$ cat config.mk
export PLATFORM = sky130hd
export DESIGN_NAME = ms_timer_arbiter_flat
export DESIGN_NICKNAME = d
export VERILOG_FILES = /design/src/rtl/ms_timer_arbiter_if.sv /design/src/rtl/ms_timer_arbiter.sv /design/src/flat_wrapper.sv
export SDC_FILE = /design/constraint.sdc
export NUM_CORES = 1
export LEC_CHECK = 0
export CAP_MARGIN = 15
export CORE_UTILIZATION = 45
export CTS_CLUSTER_SIZE = 14
export DETAILED_ROUTE_END_ITERATION = 7
export PLACE_DENSITY = 0.72
export SYNTH_ARGS = -nofsm -noshare
export SYNTH_HDL_FRONTEND = slang
export SYNTH_SLANG_ARGS = --single-unit
export TNS_END_PERCENT = 1
$ cat constraint.sdc
create_clock -name clk -period 3.5 [get_ports clk]
set_input_delay 0.875 -clock clk [delete_from_list [all_inputs] [get_ports clk]]
set_output_delay 0.875 -clock clk [all_outputs]
set_load 0.02 [all_outputs]
$ cat src/rtl/ms_timer_arbiter_if.sv
// Requester-side bundle of the shared millisecond timer: level requests, per-requester
// durations, one-hot grant, done pulses, busy and the free-running 1 ms tick.
interface ms_timer_arbiter_if #(
   parameter int unsigned DUR_W = 16
);
   logic [2:0]       req;
   logic [DUR_W-1:0] dur0;
   logic [DUR_W-1:0] dur1;
   logic [DUR_W-1:0] dur2;
   logic [2:0]       gnt;
   logic [2:0]       done;
   logic             busy;
   logic             tick_1ms;

   modport master (
      output req, dur0, dur1, dur2,
      input  gnt, done, busy, tick_1ms
   );

   modport slave (
      input  req, dur0, dur1, dur2,
      output gnt, done, busy, tick_1ms
   );
endinterface

$ cat src/rtl/ms_timer_arbiter.sv
// Shared cycle-exact millisecond delay timer, round-robin arbitrated between three requesters,
// plus an independent free-running 1 ms tick. All outputs are registered.
module ms_timer_arbiter #(
   parameter int unsigned CLK_PER_MS = 24000,
   parameter int unsigned DUR_W      = 16
) (
   input  logic              clk,
   input  logic              rst,
   ms_timer_arbiter_if.slave tmr_io
);

   localparam int unsigned SubW = (CLK_PER_MS > 1) ? $clog2(CLK_PER_MS) : 1;
   localparam logic [SubW-1:0]  SubMax = SubW'(CLK_PER_MS - 1);
   localparam logic [DUR_W-1:0] MsOne  = DUR_W'(1);

   typedef enum logic [1:0] {StIdle, StRun, StDone} state_e;

   state_e           state_q, state_d;
   logic [1:0]       last_q, last_d;
   logic [SubW-1:0]  sub_q, sub_d;
   logic [DUR_W-1:0] ms_q, ms_d;
   logic [2:0]       gnt_q, gnt_d;
   logic [2:0]       done_q, done_d;
   logic             busy_q, busy_d;
   logic [SubW-1:0]  tick_cnt_q, tick_cnt_d;
   logic             tick_q, tick_d;

   logic             win_vld;
   logic [1:0]       win_idx;
   logic [1:0]       start;
   logic [1:0]       cand;
   logic [DUR_W-1:0] win_dur;
   logic [2:0]       win_oh;

   // Prescaler runs regardless of the arbiter so the tick phase never shifts.
   always_comb begin
      tick_cnt_d = (tick_cnt_q == SubMax) ? '0 : tick_cnt_q + 1'b1;
      tick_d     = (tick_cnt_d == SubMax);
   end

   // Round-robin search starting just after the previous owner.
   always_comb begin
      win_vld = 1'b0;
      win_idx = last_q;
      cand    = 2'd0;
      start   = (last_q == 2'd2) ? 2'd0 : last_q + 2'd1;
      for (int k = 0; k < 3; k++) begin
         cand = 2'((int'(start) + k) % 3);
         if (!win_vld && tmr_io.req[cand]) begin
            win_vld = 1'b1;
            win_idx = cand;
         end
      end
   end

   always_comb begin
      unique case (win_idx)
         2'd0:    win_dur = tmr_io.dur0;
         2'd1:    win_dur = tmr_io.dur1;
         default: win_dur = tmr_io.dur2;
      endcase
      win_oh = 3'b001 << win_idx;
   end

   always_comb begin
      state_d = state_q;
      last_d  = last_q;
      sub_d   = sub_q;
      ms_d    = ms_q;
      gnt_d   = gnt_q;
      done_d  = '0;
      busy_d  = busy_q;
      unique case (state_q)
         StIdle: begin
            gnt_d  = '0;
            busy_d = 1'b0;
            if (win_vld) begin
               last_d = win_idx;
               sub_d  = '0;
               ms_d   = win_dur;
               gnt_d  = win_oh;
               busy_d = 1'b1;
               if (win_dur == '0) begin
                  state_d = StDone;
                  done_d  = win_oh;
               end else begin
                  state_d = StRun;
               end
            end
         end
         StRun: begin
            if (!tmr_io.req[last_q]) begin
               // Owner withdrew: release without a done pulse.
               state_d = StIdle;
               gnt_d   = '0;
               busy_d  = 1'b0;
               sub_d   = '0;
               ms_d    = '0;
            end else if (sub_q == SubMax) begin
               sub_d = '0;
               if (ms_q != '0) begin
                  ms_d = ms_q - MsOne;
               end
               if (ms_q == MsOne) begin
                  state_d = StDone;
                  done_d  = gnt_q;
               end
            end else begin
               sub_d = sub_q + 1'b1;
            end
         end
         StDone: begin
            state_d = StIdle;
            gnt_d   = '0;
            busy_d  = 1'b0;
         end
         default: begin
            state_d = StIdle;
            gnt_d   = '0;
            busy_d  = 1'b0;
         end
      endcase
   end

   always_ff @(posedge clk or negedge rst) begin
      if (!rst) begin
         state_q    <= StIdle;
         last_q     <= 2'd2;
         sub_q      <= '0;
         ms_q       <= '0;
         gnt_q      <= '0;
         done_q     <= '0;
         busy_q     <= 1'b0;
         tick_cnt_q <= '0;
         tick_q     <= 1'b0;
      end else begin
         state_q    <= state_d;
         last_q     <= last_d;
         sub_q      <= sub_d;
         ms_q       <= ms_d;
         gnt_q      <= gnt_d;
         done_q     <= done_d;
         busy_q     <= busy_d;
         tick_cnt_q <= tick_cnt_d;
         tick_q     <= tick_d;
      end
   end

   assign tmr_io.gnt      = gnt_q;
   assign tmr_io.done     = done_q;
   assign tmr_io.busy     = busy_q;
   assign tmr_io.tick_1ms = tick_q;

endmodule

$ cat src/flat_wrapper.sv
// flat-port wrapper written by rule: the top's interface ports become plain ports
module ms_timer_arbiter_flat 
#(
   parameter int unsigned CLK_PER_MS = 24000,
   parameter int unsigned DUR_W      = 16
)
  (clk, rst, tmr_io_req, tmr_io_dur0, tmr_io_dur1, tmr_io_dur2, tmr_io_gnt, tmr_io_done, tmr_io_busy, tmr_io_tick_1ms);
  ms_timer_arbiter_if #(.DUR_W(DUR_W)) tmr_io_i ();
  input  logic clk;
  input  logic rst;
  input wire logic [$bits(tmr_io_i.req)-1:0] tmr_io_req;
  input wire logic [$bits(tmr_io_i.dur0)-1:0] tmr_io_dur0;
  input wire logic [$bits(tmr_io_i.dur1)-1:0] tmr_io_dur1;
  input wire logic [$bits(tmr_io_i.dur2)-1:0] tmr_io_dur2;
  output wire logic [$bits(tmr_io_i.gnt)-1:0] tmr_io_gnt;
  output wire logic [$bits(tmr_io_i.done)-1:0] tmr_io_done;
  output wire logic [$bits(tmr_io_i.busy)-1:0] tmr_io_busy;
  output wire logic [$bits(tmr_io_i.tick_1ms)-1:0] tmr_io_tick_1ms;
  assign tmr_io_i.req = tmr_io_req;
  assign tmr_io_i.dur0 = tmr_io_dur0;
  assign tmr_io_i.dur1 = tmr_io_dur1;
  assign tmr_io_i.dur2 = tmr_io_dur2;
  assign tmr_io_gnt = tmr_io_i.gnt;
  assign tmr_io_done = tmr_io_i.done;
  assign tmr_io_busy = tmr_io_i.busy;
  assign tmr_io_tick_1ms = tmr_io_i.tick_1ms;
  ms_timer_arbiter #(.CLK_PER_MS(CLK_PER_MS), .DUR_W(DUR_W)) u_core (.clk(clk), .rst(rst), .tmr_io(tmr_io_i));
endmodule
==> run summary <==
Yosys Warn Count: 0
clk buf depth: 2
die width: 91.9 um
crit share post-route: 90.0%
Area contributors post-synth: dfrtp_1 39%, o21ai_0 7.2%, nor2_1 6.0%
CP Class: in -> reg
Register Area: 1450 um2
P_leak: 1.86 nW
PostCTS Resize Cnt: 0
antenna cells: 0
mean post-synth cell area: 8.38 um2
post-synthesis register bit count: 58
Worst-Margin Slew: 0.854 ns
Post-Place Setup Slack: 0.0716 ns
WP data required: 3.75 ns
Worst slew margin: 42.5%
die area: 8450 um2
Initial Utilization: 46.8%
clk_skew: 0.0179 ns
DRT iter0 DRCs: 289
largest net degree at the start of global routing: 59
fin crit period: 3.15 ns
RSZ-0062 raised after global routing: no
setup ws final: 0.349 ns
clock-pin slew on the worst setup and hold paths: 0.08 ns
Final Hold Fails: 0
port bufs: 60
PwrDens: 637 nW/um2
Yosys top cell by area: dfrtp_1
CP Launch Type: input port
total track usage: 24.6%
gpl congestion: 0.974
cell area after synthesis: 3640 um2
ANT nets after route: 0
router iterations before antenna repair: 5
H-tree Lvls: 3
TritonCTS clock tree: done
outcome: completed
Most used DFF post-synth: dfrtp_1
Vias/cell: 5.95
endpoints failing setup: 0
nets: 556
Die Ht: 91.9 um
Fin Setup TNS: 0 ns
routed len/inst: 16.0 um
FFs w/ async S/R, synth: 100%
crit-path max FO: 12
DR DRC count: 0
first-pass GRT wire length: 16500 um
via count: 3606
Final HPWL DP: 7300 um
number of global-route vias before repair: 3534
cts hold-fix bufs: 0
P&R area growth vs syn: 26.1%
CTS root buf: clkbuf_8
MaxCap Viol Count: 0
Clock Latency Late Sink: 0.35 ns
area of the multi-input gates: 2040 um2
share of layout cells above drive strength 1: 8.33%
fin. max-slew vios: 0
crit end category: register
Fillers: 708
post-synthesis net count: 491
Post-synth EDFFs: 0
CTS Buf Count: 9
Num Clock Sinks: 58
cells after synthesis: 434
I/O pins: 61
register area share after synthesis: 39.9%
number of antenna violations at the first check in global routing: 0
routed wire length: 9690 um
post-CTS setup buffer count: 0
synth unique cells: 59
class of the worst hold path: reg -> reg
Worst EP arrival: 3.40 ns
Core ar.: 7770 um2
post-synth top area share: 39.2%
site row count: 32
grt ovf: 0
VDD IR max: 442 uV
Max Clock Freq: 0.317 GHz
## registers in the layout (all words and copies together), names as in the netlist
name	cells
u_core.ms_q	16
u_core.sub_q	15
u_core.tick_cnt_q	15
u_core.tmr_io.done	3
u_core.tmr_io.gnt	3
u_core.last_q	2
u_core.state_q	2
u_core.tmr_io.busy	1
u_core.tmr_io.tick_1ms	1
## path summary, 6_finish.rpt
check | from | to | slack [ns] | depth (start not counted)
max | tmr_io_req[2] | u_core.tmr_io.done[2] | 0.35 | 8
min in group asynchronous | rst | u_core.sub_q[2] | 0.67 | 2
max reg2reg | u_core.last_q[1] | u_core.tmr_io.done[2] | 0.71 | 6
max in group asynchronous | rst | u_core.tmr_io.gnt[0] | 2.35 | 2
min | u_core.tick_cnt_q[0] | u_core.tick_cnt_q[0] | 0.47 | 1
min reg2reg | u_core.tick_cnt_q[0] | u_core.tick_cnt_q[0] | 0.47 | 1
## synthesized netlist by cell type (3+ instances only)
| cell type | instances |
|---|---|
| nor2_1 | 58 |
| dfrtp_1 | 57 |
| o21ai_0 | 52 |
| nand2_1 | 46 |
| a21oi_1 | 16 |
| nand3_1 | 15 |
| inv_1 | 11 |
| nor3_1 | 11 |
| xor2_1 | 11 |
| a22oi_1 | 9 |
| clkbuf_1 | 9 |
| xnor2_1 | 9 |
| and3_1 | 8 |
| a2bb2oi_1 | 7 |
| buf_2 | 7 |
| a31oi_1 | 6 |
| nand2b_1 | 6 |
| nor4_1 | 6 |
| a21o_1 | 5 |
| a32oi_1 | 5 |
| nand3b_1 | 5 |
| nand4_1 | 5 |
| nor2b_1 | 5 |
| o21a_1 | 5 |
| o221ai_1 | 5 |
| o22ai_1 | 5 |
| ha_1 | 4 |
| and2_1 | 3 |
| nor4_2 | 3 |
## logic make-up (layout without fill, tap and decap cells)
group | after synthesis | count (layout) | synth area share (%)
simple gates | 185 | 185 | 25.7
xor+xnor | 20 | 20 | 4.81
fa+ha+maj | 4 | 4 | 1.38
compound gates | 134 | 134 | 24.0
mux | 1 | 1 | 0.275
flops | 58 | 58 | 39.9
buf+inv | 32 | 102 | 3.95
## routing by layer
layer,share of wire (%),GRT usage (%),routed length [um]
met5,0,0,0
met4,1.9,8.98,184
met3,5.2,4.81,502
met2,48,40.9,4610
met1,45,31.9,4390
## cell usage in the layout (no fill, tap or decap), types with 6 or more instances in the layout
master / instances
clkbuf_8: 9
nand2b_1: 6
nor2_1: 58
a22oi_1: 9
a31oi_1: 6
a21oi_1: 16
dfrtp_1: 57
a2bb2oi_1: 7
xor2_1: 11
buf_4: 14
xnor2_1: 9
nand2_1: 46
o21ai_0: 52
inv_1: 11
clkdlybuf4s50_1: 59
nand3_1: 15
nor4_1: 6
nor3_1: 11
and3_1: 8
## worst max-delay path, stage by stage
cell	delay, ns
clkdlybuf4s50_1	0.61
buf_4	0.23
nor4_1	0.13
or2_2	0.34
a222oi_1	0.39
nor4b_2	0.29
nand4_2	0.23
o32ai_2	0.30
## area by class of cell
cell class              count  share of cell area [%]
well taps                 102                    2.78
flip-flops and latches     58                    31.7
clock inverters             6                    2.02
multi-input cells         344                    44.5
repair buffers             74                    15.3
clock buffers              10                    2.78
inverters                  12                   0.982
## where the power goes
group	internal, mW	switching (mW)	total, mW
registers	0.803	0.136	0.939
clock network	0.403	0.281	0.684
logic	0.521	0.777	1.30
## through the flow
step	hold slack, ns	area (um2)	total power, mW	utilization, %	instances
3_3_place_gp	0.453	4370	2.20	56.2	590
6_report	0.466	4590	2.92	59.1	606
5_1_grt	0.498	4590	3.12	59.1	606
2_1_floorplan	0.441	3640	1.80	-	434
3_5_place_dp	0.461	4370	2.22	56.2	590
4_1_cts	0.472	4590	2.91	59.1	606
(Power assumes the default switching activity.)
